<file path="config.mk">
export PLATFORM = sky130hd
export DESIGN_NAME = game_sequencer_flat
export DESIGN_NICKNAME = d
export VERILOG_FILES = /design/src/rtl/game_sequencer_if.sv /design/src/rtl/game_sequencer.sv /design/src/flat_wrapper.sv
export SDC_FILE = /design/constraint.sdc
export NUM_CORES = 1
export LEC_CHECK = 0
export CAP_MARGIN = 0
export CORE_ASPECT_RATIO = 1.25
export CORE_MARGIN = 4
export CORE_UTILIZATION = 40
export DETAILED_ROUTE_END_ITERATION = 7
export DONT_BUFFER_PORTS = 1
export PLACE_DENSITY = 0.6
export SLEW_MARGIN = 15
export SYNTH_ARGS = -nofsm -noshare
export SYNTH_HDL_FRONTEND = slang
export SYNTH_SLANG_ARGS = --single-unit
</file>
<file path="constraint.sdc">
create_clock -name clk -period 5.3 [get_ports clk]
set_input_delay 0.795 -clock clk [delete_from_list [all_inputs] [get_ports clk]]
set_output_delay 0.795 -clock clk [all_outputs]
set_load 0.02 [all_outputs]
</file>
<file path="src/rtl/game_sequencer_if.sv">
`default_nettype none
// ============================================================================
// Module : game_sequencer_if
// Brief  : Bundle between the round controller and its neighbours: frame
//          ticks, player/collision events in, ball and auto-player controls
//          plus scoreboard out.
// Rev    : 1.0  initial release
// ============================================================================
interface game_sequencer_if;
  logic       tick;
  logic       start;
  logic       pause;
  logic [1:0] mode;
  logic       hit_l;
  logic       hit_r;
  logic       miss_l;
  logic       miss_r;
  logic       ball_rst;
  logic       ball_go;
  logic       serve_dir;
  logic       turn;
  logic       ai_en;
  logic       frz;
  logic [3:0] score_l;
  logic [3:0] score_r;
  logic [1:0] winner;
  logic [1:0] mode_q;
  logic [2:0] state;

  // Drives events, observes the round controller
  modport master (
    output tick, start, pause, mode, hit_l, hit_r, miss_l, miss_r,
    input  ball_rst, ball_go, serve_dir, turn, ai_en, frz,
    input  score_l, score_r, winner, mode_q, state
  );

  // The round controller itself
  modport slave (
    input  tick, start, pause, mode, hit_l, hit_r, miss_l, miss_r,
    output ball_rst, ball_go, serve_dir, turn, ai_en, frz,
    output score_l, score_r, winner, mode_q, state
  );
endinterface
`default_nettype wire

</file>
<file path="src/rtl/game_sequencer.sv">
`default_nettype none
// ============================================================================
// Module : game_sequencer
// Brief  : Round-level controller for the ball-and-paddle game. Sequences
//          idle / serve countdown / play / point pause / game over, keeps the
//          scores and drives ball reset, launch, serve direction and the
//          auto-player enable. Every output comes straight from a flop.
// Rev    : 1.0  initial release
// ============================================================================
module game_sequencer #(
  parameter int SERVE_TICKS = 60,
  parameter int PAUSE_TICKS = 90,
  parameter int WIN_SCORE   = 7
) (
  input  wire logic         clk,
  input  wire logic         rst,
  game_sequencer_if.slave   bus
);

  typedef enum logic [2:0] {
    S_IDLE   = 3'd0,
    S_SERVE  = 3'd1,
    S_PLAY   = 3'd2,
    S_SCORED = 3'd3,
    S_OVER   = 3'd4
  } state_t;

  localparam int MAX_TICKS = (SERVE_TICKS > PAUSE_TICKS) ? SERVE_TICKS : PAUSE_TICKS;
  localparam int CW        = $clog2(MAX_TICKS + 1);
  localparam logic [CW-1:0] SERVE_LAST = CW'(SERVE_TICKS - 1);
  localparam logic [CW-1:0] PAUSE_LAST = CW'(PAUSE_TICKS - 1);
  localparam logic [3:0]    WIN        = 4'(WIN_SCORE);

  state_t        state_q,     state_d;
  logic [CW-1:0] cnt_q,       cnt_d;
  logic [3:0]    score_l_q,   score_l_d;
  logic [3:0]    score_r_q,   score_r_d;
  logic [1:0]    winner_q,    winner_d;
  logic [1:0]    mode_q_q,    mode_q_d;
  logic          serve_dir_q, serve_dir_d;
  logic          turn_q,      turn_d;
  logic          ball_rst_q,  ball_rst_d;
  logic          ball_go_q,   ball_go_d;
  logic          ai_en_q,     ai_en_d;
  logic          frz_q,       frz_d;

  // Next-state and next-output computation; outputs are derived from the
  // next state so that they are valid in the same cycle as the state.
  always_comb begin
    state_d     = state_q;
    cnt_d       = cnt_q;
    score_l_d   = score_l_q;
    score_r_d   = score_r_q;
    winner_d    = winner_q;
    mode_q_d    = mode_q_q;
    serve_dir_d = serve_dir_q;
    turn_d      = turn_q;
    ball_go_d   = 1'b0;

    case (state_q)
      S_IDLE, S_OVER: begin
        if (bus.start) begin
          state_d     = S_SERVE;
          mode_q_d    = (bus.mode == 2'b11) ? 2'b00 : bus.mode;
          score_l_d   = 4'd0;
          score_r_d   = 4'd0;
          winner_d    = 2'b00;
          serve_dir_d = 1'b1;
          cnt_d       = '0;
        end
      end
      S_SERVE: begin
        if (bus.tick && !bus.pause) begin
          if (cnt_q == SERVE_LAST) begin
            state_d   = S_PLAY;
            cnt_d     = '0;
            ball_go_d = 1'b1;
          end else begin
            cnt_d = cnt_q + 1'b1;
          end
        end
      end
      S_PLAY: begin
        // Misses outrank hits; a double miss is a replay with no score.
        if (!bus.pause) begin
          if (bus.miss_l && bus.miss_r) begin
            state_d = S_SCORED;
            cnt_d   = '0;
          end else if (bus.miss_l) begin
            score_r_d   = score_r_q + 4'd1;
            serve_dir_d = 1'b0;
            cnt_d       = '0;
            if (score_r_d == WIN) begin
              state_d  = S_OVER;
              winner_d = 2'b10;
            end else begin
              state_d = S_SCORED;
            end
          end else if (bus.miss_r) begin
            score_l_d   = score_l_q + 4'd1;
            serve_dir_d = 1'b1;
            cnt_d       = '0;
            if (score_l_d == WIN) begin
              state_d  = S_OVER;
              winner_d = 2'b01;
            end else begin
              state_d = S_SCORED;
            end
          end else if (bus.hit_l || bus.hit_r) begin
            turn_d = ~turn_q;
          end
        end
      end
      S_SCORED: begin
        if (bus.tick && !bus.pause) begin
          if (cnt_q == PAUSE_LAST) begin
            state_d = S_SERVE;
            cnt_d   = '0;
          end else begin
            cnt_d = cnt_q + 1'b1;
          end
        end
      end
      default: begin
        state_d = S_IDLE;
        cnt_d   = '0;
      end
    endcase

    if (state_d == S_SERVE) begin
      turn_d = serve_dir_d;
    end
    ball_rst_d = (state_d != S_PLAY);
    ai_en_d    = (state_d == S_PLAY) && !bus.pause;
    frz_d      = (state_d == S_PLAY) &&  bus.pause;
  end

  // State and output registers with asynchronous reset
  always_ff @(posedge clk or posedge rst) begin
    if (rst) begin
      state_q     <= S_IDLE;
      cnt_q       <= '0;
      score_l_q   <= 4'd0;
      score_r_q   <= 4'd0;
      winner_q    <= 2'b00;
      mode_q_q    <= 2'b00;
      serve_dir_q <= 1'b1;
      turn_q      <= 1'b0;
      ball_rst_q  <= 1'b1;
      ball_go_q   <= 1'b0;
      ai_en_q     <= 1'b0;
      frz_q       <= 1'b0;
    end else begin
      state_q     <= state_d;
      cnt_q       <= cnt_d;
      score_l_q   <= score_l_d;
      score_r_q   <= score_r_d;
      winner_q    <= winner_d;
      mode_q_q    <= mode_q_d;
      serve_dir_q <= serve_dir_d;
      turn_q      <= turn_d;
      ball_rst_q  <= ball_rst_d;
      ball_go_q   <= ball_go_d;
      ai_en_q     <= ai_en_d;
      frz_q       <= frz_d;
    end
  end

  assign bus.state     = state_q;
  assign bus.score_l   = score_l_q;
  assign bus.score_r   = score_r_q;
  assign bus.winner    = winner_q;
  assign bus.mode_q    = mode_q_q;
  assign bus.serve_dir = serve_dir_q;
  assign bus.turn      = turn_q;
  assign bus.ball_rst  = ball_rst_q;
  assign bus.ball_go   = ball_go_q;
  assign bus.ai_en     = ai_en_q;
  assign bus.frz       = frz_q;

endmodule
`default_nettype wire

</file>
<file path="src/flat_wrapper.sv">
// flat-port wrapper written by rule: the top's interface ports become plain ports
module game_sequencer_flat 
#(
  parameter int SERVE_TICKS = 60,
  parameter int PAUSE_TICKS = 90,
  parameter int WIN_SCORE   = 7
)
  (clk, rst, bus_tick, bus_start, bus_pause, bus_mode, bus_hit_l, bus_hit_r, bus_miss_l, bus_miss_r, bus_ball_rst, bus_ball_go, bus_serve_dir, bus_turn, bus_ai_en, bus_frz, bus_score_l, bus_score_r, bus_winner, bus_mode_q, bus_state);
  game_sequencer_if bus_i ();
  input  wire logic clk;
  input  wire logic rst;
  input wire logic [$bits(bus_i.tick)-1:0] bus_tick;
  input wire logic [$bits(bus_i.start)-1:0] bus_start;
  input wire logic [$bits(bus_i.pause)-1:0] bus_pause;
  input wire logic [$bits(bus_i.mode)-1:0] bus_mode;
  input wire logic [$bits(bus_i.hit_l)-1:0] bus_hit_l;
  input wire logic [$bits(bus_i.hit_r)-1:0] bus_hit_r;
  input wire logic [$bits(bus_i.miss_l)-1:0] bus_miss_l;
  input wire logic [$bits(bus_i.miss_r)-1:0] bus_miss_r;
  output wire logic [$bits(bus_i.ball_rst)-1:0] bus_ball_rst;
  output wire logic [$bits(bus_i.ball_go)-1:0] bus_ball_go;
  output wire logic [$bits(bus_i.serve_dir)-1:0] bus_serve_dir;
  output wire logic [$bits(bus_i.turn)-1:0] bus_turn;
  output wire logic [$bits(bus_i.ai_en)-1:0] bus_ai_en;
  output wire logic [$bits(bus_i.frz)-1:0] bus_frz;
  output wire logic [$bits(bus_i.score_l)-1:0] bus_score_l;
  output wire logic [$bits(bus_i.score_r)-1:0] bus_score_r;
  output wire logic [$bits(bus_i.winner)-1:0] bus_winner;
  output wire logic [$bits(bus_i.mode_q)-1:0] bus_mode_q;
  output wire logic [$bits(bus_i.state)-1:0] bus_state;
  assign bus_i.tick = bus_tick;
  assign bus_i.start = bus_start;
  assign bus_i.pause = bus_pause;
  assign bus_i.mode = bus_mode;
  assign bus_i.hit_l = bus_hit_l;
  assign bus_i.hit_r = bus_hit_r;
  assign bus_i.miss_l = bus_miss_l;
  assign bus_i.miss_r = bus_miss_r;
  assign bus_ball_rst = bus_i.ball_rst;
  assign bus_ball_go = bus_i.ball_go;
  assign bus_serve_dir = bus_i.serve_dir;
  assign bus_turn = bus_i.turn;
  assign bus_ai_en = bus_i.ai_en;
  assign bus_frz = bus_i.frz;
  assign bus_score_l = bus_i.score_l;
  assign bus_score_r = bus_i.score_r;
  assign bus_winner = bus_i.winner;
  assign bus_mode_q = bus_i.mode_q;
  assign bus_state = bus_i.state;
  game_sequencer #(.SERVE_TICKS(SERVE_TICKS), .PAUSE_TICKS(PAUSE_TICKS), .WIN_SCORE(WIN_SCORE)) u_core (.clk(clk), .rst(rst), .bus(bus_i));
endmodule
</file>
=== After elaboration in Yosys (flattened, before gate mapping) ===
Index checks and enable logic that the tools add are counted.

* Register bits: 28
* Latch bits: 0
* Bits in writable memories: 0
* Bits in read-only memories: 0
* Bits of input ports: 11
* Word-level logic and storage cells: 118
* Memories kept: 0

* $add $sub $neg: 3
* Multiply operators: 0
* Divide/modulo/power cells: 0
* $lt $le $gt $ge: 0
* Equal/unequal tests: 28
* Shift-type cells: 0
* Multiplexer cells: 57
* Bitwise logic cells: 1
* Reduce and logical (&&, ||, !) cells: 17

{| class="wikitable"
|+ Operator list
! cell !! count
|-
| $mux 7 || 9
|-
| $mux 3 || 11
|-
| $mux 4 || 8
|-
| $pmux 7 s4 || 1
|-
| $mux 2 || 8
|-
| $pmux 4 s2 || 2
|-
| $mux 1 || 15
|-
| $ne 2x2->1 const B || 7
|-
| $pmux 3 s4 || 1
|-
| $reduce_and 6->1 || 2
|-
| $ne 2x1->1 const B || 5
|-
| $reduce_and 5->1 || 2
|-
| $eq 3x2->1 const B || 3
|-
| $ne 3x2->1 const B || 3
|-
| $add 4x1->4 const B || 2
|-
| $eq 4x3->1 const B || 2
|-
| $add 7x1->7 const B || 1
|-
| $eq 7x6->1 const B || 1
|-
| $eq 7x7->1 const B || 1
|-
| $reduce_and 7->1 || 1
|-
| $eq 3x1->1 const B || 2
|-
| $reduce_bool 2->1 || 3
|-
| $logic_and 1x1->1 || 4
|-
| $ne 4x3->1 const B || 1
|-
| 11 further kinds || 11
|}

=== Logic depth before layout (Yosys ltp) ===
Gate-level depths: netlist (run 1).

* Word-level depth: 11
* Gate-level depth with buffers: 8

=== Worst setup path after synthesis (run 1) ===
OpenSTA, ideal clock, no wires.

* Path kind: input port to flip-flop
* Start: in bus_miss_l
* End: reg u_core.cnt_q[5]
* Arrival: 1855 ps
* Data required time: 5196 ps
* Path slack: 3342 ps
* Stages on the path: 7
* Path buffers: 1
* Cells stage by stage: nor2_2 o21ba_1 a21oi_2 o21bai_2 or2_1 buf_6 o41ai_2

* Cells in the longest elaborated chain, start to end: 4

{| class="wikitable"
|+ RTL lines
! item !! RTL line !! text
|-
| from (decl) || flat_wrapper.sv:18 || <nowiki>input wire logic [$bits(bus_i.miss_l)-1:0] bus_miss_l;</nowiki>
|-
| $mux 7 or $logic_and 1x1->1 (tied branches) || game_sequencer.sv:89, game_sequencer.sv:86 ||
|-
| $mux 7 || game_sequencer.sv:86 || <nowiki>if (bus.miss_l && bus.miss_r) begin</nowiki>
|-
| $mux 7 || game_sequencer.sv:85 || <nowiki>if (!bus.pause) begin</nowiki>
|-
| $pmux 7 s4 || game_sequencer.sv:60 || <nowiki>case (state_q)</nowiki>
|-
| to (signal assigned) || game_sequencer.sv:155 || <nowiki>cnt_q <= cnt_d;</nowiki>
|-
| to (decl) || game_sequencer.sv:35 || <nowiki>logic [CW-1:0] cnt_q, cnt_d;</nowiki>
|}

Parallel ways exist; a longest one is shown, timed or not. The select of a mux whose other input is x is not followed.
A chain may end at the register's enable or synchronous reset.

=== Worst setup path after layout (run 1) ===
* Start: reg u_core.cnt_q[0]
* End: reg u_core.cnt_q[6]

* Cells in the longest elaborated chain, start to end: 4

{| class="wikitable"
|+ RTL lines
! item !! RTL line
|-
| $add 7x1->7, or another cell as far along || game_sequencer.sv:79, game_sequencer.sv:120
|-
| $mux 7, on equally long branches || game_sequencer.sv:116, game_sequencer.sv:74
|-
| $mux 7, on equally long branches || game_sequencer.sv:115, game_sequencer.sv:73
|-
| $pmux 7 s4 * || game_sequencer.sv:60
|}

Every way passes the cells marked *; elsewhere a longest branch is shown, timed or not. The select of a mux whose other input is x is not followed.

==> results of run 1 <==
## layout make-up
class / count / area, µm²
sequential: 28 / 703
fill: 389 / 2110
tap: 54 / 67.6
clock buffer: 4 / 55.1
multi-input combinational: 129 / 847
inverter: 8 / 30.0
## registers in the layout, summed over array words and instances (netlist names)
signal	count
u_core.bus.mode_q	2
u_core.bus.ai_en	1
u_core.bus.ball_rst	1
u_core.bus.state	3
u_core.bus.frz	1
u_core.cnt_q	7
u_core.bus.score_l	4
u_core.bus.turn	1
u_core.bus.winner	2
u_core.bus.serve_dir	1
u_core.bus.ball_go	1
u_core.bus.score_r	4
## power by group through the flow
stage	registers [W]	logic, W	clock network (W)
2_1_floorplan	0.000263	0.0000521	0
3_3_place_gp	0.000271	0.0000586	0
3_5_place_dp	0.000272	0.0000613	0
4_1_cts	0.000268	0.0000613	0.000138
5_1_grt	0.000273	0.0000722	0.000147
6_report	0.000268	0.0000601	0.000133
## critical path: cells and delay by family (launching register included)
family,cells,cell delay [ps]
adder cells (fa/ha/maj),1,240
AND/OR/NAND/NOR,2,680
multiplexers,1,120
AO/OA/AOI/OAI,2,500
flip-flops,1,420
## path summary, 6_finish.rpt
check	endpoint	slack, ps	cells after the start
worst max-delay path	u_core.cnt_q[6]	3220	6
worst min-delay path	u_core.bus.score_r[2]	460	1
worst max register to register	u_core.cnt_q[6]	3220	6
worst min register to register	u_core.cnt_q[6]	550	1
max in group asynchronous	u_core.bus.state[0]	4440	1
min in group clk	u_core.cnt_q[6]	550	1
## layer usage
metal | global-route usage [%] | vias to the layer above | share of wire, %
met1 | 16.7 | 589 | 41
met2 | 25.2 | 43 | 50
met4 | 5.71 | 0 | 1.6
met5 | 0 | - | 0
li1 | - | 602 | -
met3 | 4.10 | 5 | 7.4
## per-stage QoR
stage          total power, W  hold WS, ps
2_1_floorplan        0.000315          459
3_3_place_gp         0.000330          517
3_5_place_dp         0.000333          531
4_1_cts              0.000468          549
5_1_grt              0.000492          509
6_report             0.000462          459
## kinds of logic after synthesis
group	Yosys count	share of synthesized area (%)
and+or+nand+nor	67	23.2
AOI/OAI and AO/OA	49	20.8
DFF	28	43.8
buffers and inverters	10	3.43
adders and majority gates	6	4.68
xor gates and xnor gates	4	2.18
muxes	3	1.95
## cells in the final DEF, fill, tap and decap left out, types with 2 or more instances in the layout
cell	count
dfrtp_1	26
nand2_1	24
o21ai_0	16
nor2_1	10
inv_1	7
nand3_1	6
ha_1	6
o31ai_1	5
a21oi_1	4
o22ai_1	4
clkbuf_8	4
and2_1	3
xnor2_1	3
o21ai_1	3
nand2b_1	3
and2b_2	2
mux2i_1	2
o21a_1	2
o211ai_1	2
and3_1	2
nor4bb_1	2
a21o_1	2
nor2b_1	2
dfstp_2	2
==> metrics.md, run 1 <==
| Metric | Value |
|---|---|
| CP Class | reg2reg |
| DP Area | 1650 µm² |
| Setup slack after placement | around 3200 ps |
| Area grow syn2layout | 6.08% |
| Root Buffer | clkbuf_8 |
| Yosys Warn Count | 0 |
| Final Instance Area | 1700 µm² |
| Tot GR Track Use | about 15% |
| Post-CTS resize count | 0 |
| H-tree levels | 1 |
| Most used flip-flop cell after synthesis | dfrtp_1 |
| CP Data Required Time | 5460 ps |
| Slew Limit Fails | 0 |
| Die Height | 78.8 µm |
| Leak | 0.702 nW |
| Critical Path Fanout Max | 7 |
| Reg-to-reg startpoint | u_core.cnt_q[0] |
| First-pass GRT wire length | 5780 µm |
| Hold Crit Class | in2async |
| DPL Wire Length | between 2000 and 3000 µm |
| Minimum clock period | 2080 ps |
| Seq/Total Area, Yosys | 43.8% |
| Placer Congestion | approximately 0.77 |
| Vias in the first global route | 1235 |
| Fin util | about 45% |
| Final Hold Viols | 0 |
| Gate power share | 13.0% |
| Final non-filler cell total | 223 |
| Die Width | 64.7 µm |
| RSZ-0062 raised after global routing | no |
| PortBufs | 0 |
| Hold-fix buffers at CTS | 0 |
| Ys async rst share | 100% |
| Number of CTS-inserted buffers | 3 |
| Initial antenna violation count | 0 |
| Slew HR | 59.8% |
| DRT iter0 DRCs | 91 |
| Pwr/cell area | 271 nW/µm² |
| Synth top area cells | dfrtp_1 41%, nand2_1 5.6%, o21ai_0 5.0% |
| Dpl cells | 219 |
| Sequential share of power | 58.1% |
| Count leader, synth | dfrtp_1 |
| Crit. Startpoint | u_core.cnt_q[0] |
| CP max stage delay | 420 ps |
| Post-synth EDFFs | 0 |
| Post-Syn Area per Cell | 9.61 µm² |
| Yosys top cell by area | dfrtp_1 |
| Routed via count | 1239 |
| Post-synthesis cell count | 167 |
| # DRC | 0 |
| Antenna diode count | 0 |
| Syn_nets | 184 |
| Clk_lat worst skew | 280 ps |
| Antenna Nets Post-Route | 0 |
| Cell variety after synth | 51 |
| CTS Buffer Depth | 2 |
| # rows | 25 |
| CP Cell Sequence | ha_1, nor4bb_1, mux2i_1, o21ai_1, or2_1, o31ai_1 |
| Core region area | 3820 µm² |
| Boundary Pins | 32 |
| Clock power share | 28.8% |
| Net Sw Frac | 29.1% |
| Largest net degree at the start of global routing | 29 |
| DR pass1 iterations | 4 |
| Clk_skew | 5.90 ps |
| CTS tree | built |
| Crit path DAT | about 2200 ps |
| Commonest cells in the netlist | 26 x dfrtp_1, 24 x nand2_1, 16 x o21ai_0 |
| Worst setup margin | ~3200 ps |
| Setup Buffers After CTS | 0 |
| Power Internal | between 0.0003 and 0.0004 W |
| Initial Util | a little over two fifths |
| Share of the synthesized area in the top cell type | approximately two fifths |
| Worst setup SP type | register |
| Final setup vio count | 0 |
| Wirelength per Cell | 15.8 µm |
| Total net switching power | 0.000135 W |
| Outcome | finished, final reports clean |
| Clock-pin slew on the worst setup and hold paths | 100 ps |
| Achievable Freq | 0.481 GHz |
| Critical path endpoint category | register |
| CTS Sinks | 28 |
| Vias per cell | 5.56 |
| Worst slew pin tran | 601 ps |
| Slowest CP cell | dfrtp_1 |
| Final critical-path share of the clock period | 39.3% |
| Die area | 5100 µm² |
| Final global-route overflow total | 0 |
| Total wire length | around 3500 µm |
| Number of synthesized register bits | 28 |
| Syn Std Cell Area | 1610 µm² |
| Setup Total Neg Slack | 0 ps |
| Max rail drop VDD | 0.000128 V |
| Proportion of layout cells with a drive suffix above 1 | 11.8% |
| Layout Nets | 187 |
| Max cap viols | 0 |
(Power assumes the default switching activity.)
==> run 2, diff against run 1 <==
==> constraint.sdc (replaced) <==
create_clock -name clk -period 2.1 [get_ports clk]
set_input_delay 0.315 -clock clk [delete_from_list [all_inputs] [get_ports clk]]
set_output_delay 0.315 -clock clk [all_outputs]
set_load 0.02 [all_outputs]
==> metrics.md, run 2 (synthesis results as in run 1) <==
| Metric | Value |
|---|---|
| Outcome | finished, final reports clean |
| Vias in the first global route | 1243 (+0.65%) |
| Most frequent cells in the layout | 26 x dfrtp_1, 24 x nand2_1, 16 x o21ai_0 |
| Critical path endpoint category | register |
| # DRC | 0 (unchanged) |
| Final critical-path share of the clock period | 93.9% (+55 points) |
| Dpl cells | 231 (+5.5%) |
| Vias per cell | 5.52 (-0.59%) |
| Worst setup SP type | register |
| DPL Wire Length | 2760 µm (+5.2%) |
| Die area | 5100 µm² (unchanged) |
| Crit. Startpoint | u_core.cnt_q[0] |
| Final global-route overflow total | 0 (unchanged) |
| R2r worst-path depth | 7 (+1) |
| Clock-pin slew on the worst setup and hold paths | 100 ps (about the same) |
| Root Buffer | clkbuf_8 |
| Setup slack after placement | 151 ps (-3060 ps) |
| Fillers | 390 (+0.26%) |
| PortBufs | 0 (unchanged) |
| Register-to-register path setup slack | 130 ps (-3090 ps) |
| Die Height | 78.8 µm (unchanged) |
| Top reg by flops | u_core.cnt_q |
| Tot GR Track Use | 14.3% (-0.17 points) |
| R2R Path End | u_core.bus.turn |
| Hold-fix buffers at CTS | 0 (unchanged) |
| Antenna diode count | 0 (unchanged) |
| Clk_skew | 8.85 ps (+2.95 ps) |
| Achievable Freq | 0.507 GHz (+5.6%) |
| Clk_lat worst skew | 280 ps (about the same) |
| Max cap viols | 0 (unchanged) |
| # rows | 25 (unchanged) |
| Core region area | 3820 µm² (unchanged) |
| Reg-to-reg startpoint | u_core.cnt_q[0] |
| CTS Sinks | 28 (unchanged) |
| Minimum clock period | 1970 ps (-110 ps) |
| Slew Limit Fails | 0 (unchanged) |
| Largest register FFs | 7 (unchanged) |
| Initial Util | 42.1% (unchanged) |
| Total wire length | 3560 µm (+1.2%) |
| First-pass GRT wire length | 5800 µm (+0.36%) |
| DR pass1 iterations | 4 (unchanged) |
| H-tree levels | 1 (unchanged) |
| CP Class | reg2reg |
| Antenna Nets Post-Route | 0 (unchanged) |
| Crit path DAT | 2140 ps (-100 ps) |
| Critical path capture point | u_core.bus.turn |
| Die Width | 64.7 µm (unchanged) |
| CP Cell Sequence | ha_1, nor4bb_2, nand2_1, nor2_1, o21ai_1, nand2_1, mux2_2 |
| Wirelength per Cell | 15.2 µm (-4.0%) |
| DRT iter0 DRCs | 69 (-24%) |
| Worst slew pin tran | 721 ps (+120 ps) |
| Initial antenna violation count | 0 (unchanged) |
| CTS tree | built |
| Routed via count | 1298 (+4.8%) |
| Final non-filler cell total | 235 (+5.4%) |
| Hold_ws | 29.8 ps (-429 ps) |
| Max rail drop VDD | 0.000376 V (+190%) |
| Placer Congestion | 0.826 (+7.5%) |
| Leak | 0.760 nW (+8.2%) |
| Largest net degree at the start of global routing | 19 (-34%) |
| CP max stage delay | 430 ps (about the same) |
| Cell mode on critical path | nand2_1 |
| Final setup vio count | 0 (unchanged) |
| Layout Nets | 199 (+6.4%) |
| Proportion of layout cells with a drive suffix above 1 | 17.1% (+5.3 points) |
| Final Hold Viols | 0 (unchanged) |
| Hold Crit Class | in2async |
| CTS Buffer Depth | 2 (unchanged) |
| Slowest CP cell | dfrtp_1 |
| Boundary Pins | 32 (unchanged) |
| Worst setup margin | 129 ps (-3090 ps) |
| Slew HR | 51.9% (-8.0 points) |
| Pwr/cell area | 643 nW/µm² (+140%) |
| Commonest non-fill, non-tap cell in the layout | dfrtp_1 |
| CP Data Required Time | 2270 ps (-3190 ps) |
| Number of CTS-inserted buffers | 3 (unchanged) |
| Critical Path Fanout Max | 5 (-2) |
| Area grow syn2layout | 11.5% |
[run 2: layout make-up]
type / count / area, µm² / share of cell area, %
tap: 54 / 67.6 / 3.78
sequential: 28 / 703 / 39.3
timing repair buffer: 12 / 90.1 / 5.03
inverter: 8 / 30.0 / 1.68
multi-input combinational: 129 / 853 / 47.7
clock buffer: 4 / 45.0 / 2.52
[run 2: through the flow]
stage	power, W	setup TNS [ps]	util (%)	instance area (µm²)
2_1_floorplan	0.000796	0	-	1610
3_3_place_gp	0.000837	0	45.5	1740
3_5_place_dp	0.000849	0	45.5	1740
5_1_grt	0.00122	-53.6	46.9	1790
4_1_cts	0.00115	0	46.7	1780
6_report	0.00115	0	46.9	1790
[run 2: report_power, final]
part | internal [W] | leakage, nW | total (W) | switching [W]
clock network | 0.000136 | 0.0228 | 0.000311 | 0.000175
registers | 0.000590 | 0.361 | 0.000668 | 0.0000777
logic | 0.0000776 | 0.376 | 0.000171 | 0.0000932
[run 2: what timing repair did]
item,CTS,global route
endpoints found under the setup margin,0,1
gates resized for setup,0,1
buffers inserted,0,0
[run 2: layer usage]
layer | wire length (µm) | vias to the layer above | GRT usage (%)
li1 | - | 624 | -
met1 | 1470 | 638 | 15.9
met2 | 1830 | 30 | 25.8
met3 | 213 | 6 | 3.68
met4 | 55 | 0 | 5.71
met5 | 0 | - | 0
[run 2: worst min-delay path by stage]
stage,start,to,slack (ps)
2_1_floorplan,bus_pause,u_core.bus.ai_en,370
3_3_place_gp,rst,u_core.bus.mode_q[1],350
5_1_grt,bus_pause,u_core.bus.ai_en,70
3_5_place_dp,rst,u_core.cnt_q[2],370
4_1_cts,rst,u_core.cnt_q[2],60
6_report,rst,u_core.cnt_q[2],30
[run 2: worst max-delay path, delay by kind of cell, from the launching register on]
kind                     cells  cell delay [ps]
AND/OR/NAND/NOR              4              690
flip-flops                   1              430
multiplexers                 1              330
adder cells (fa/ha/maj)      1              250
AO/OA/AOI/OAI                1              150
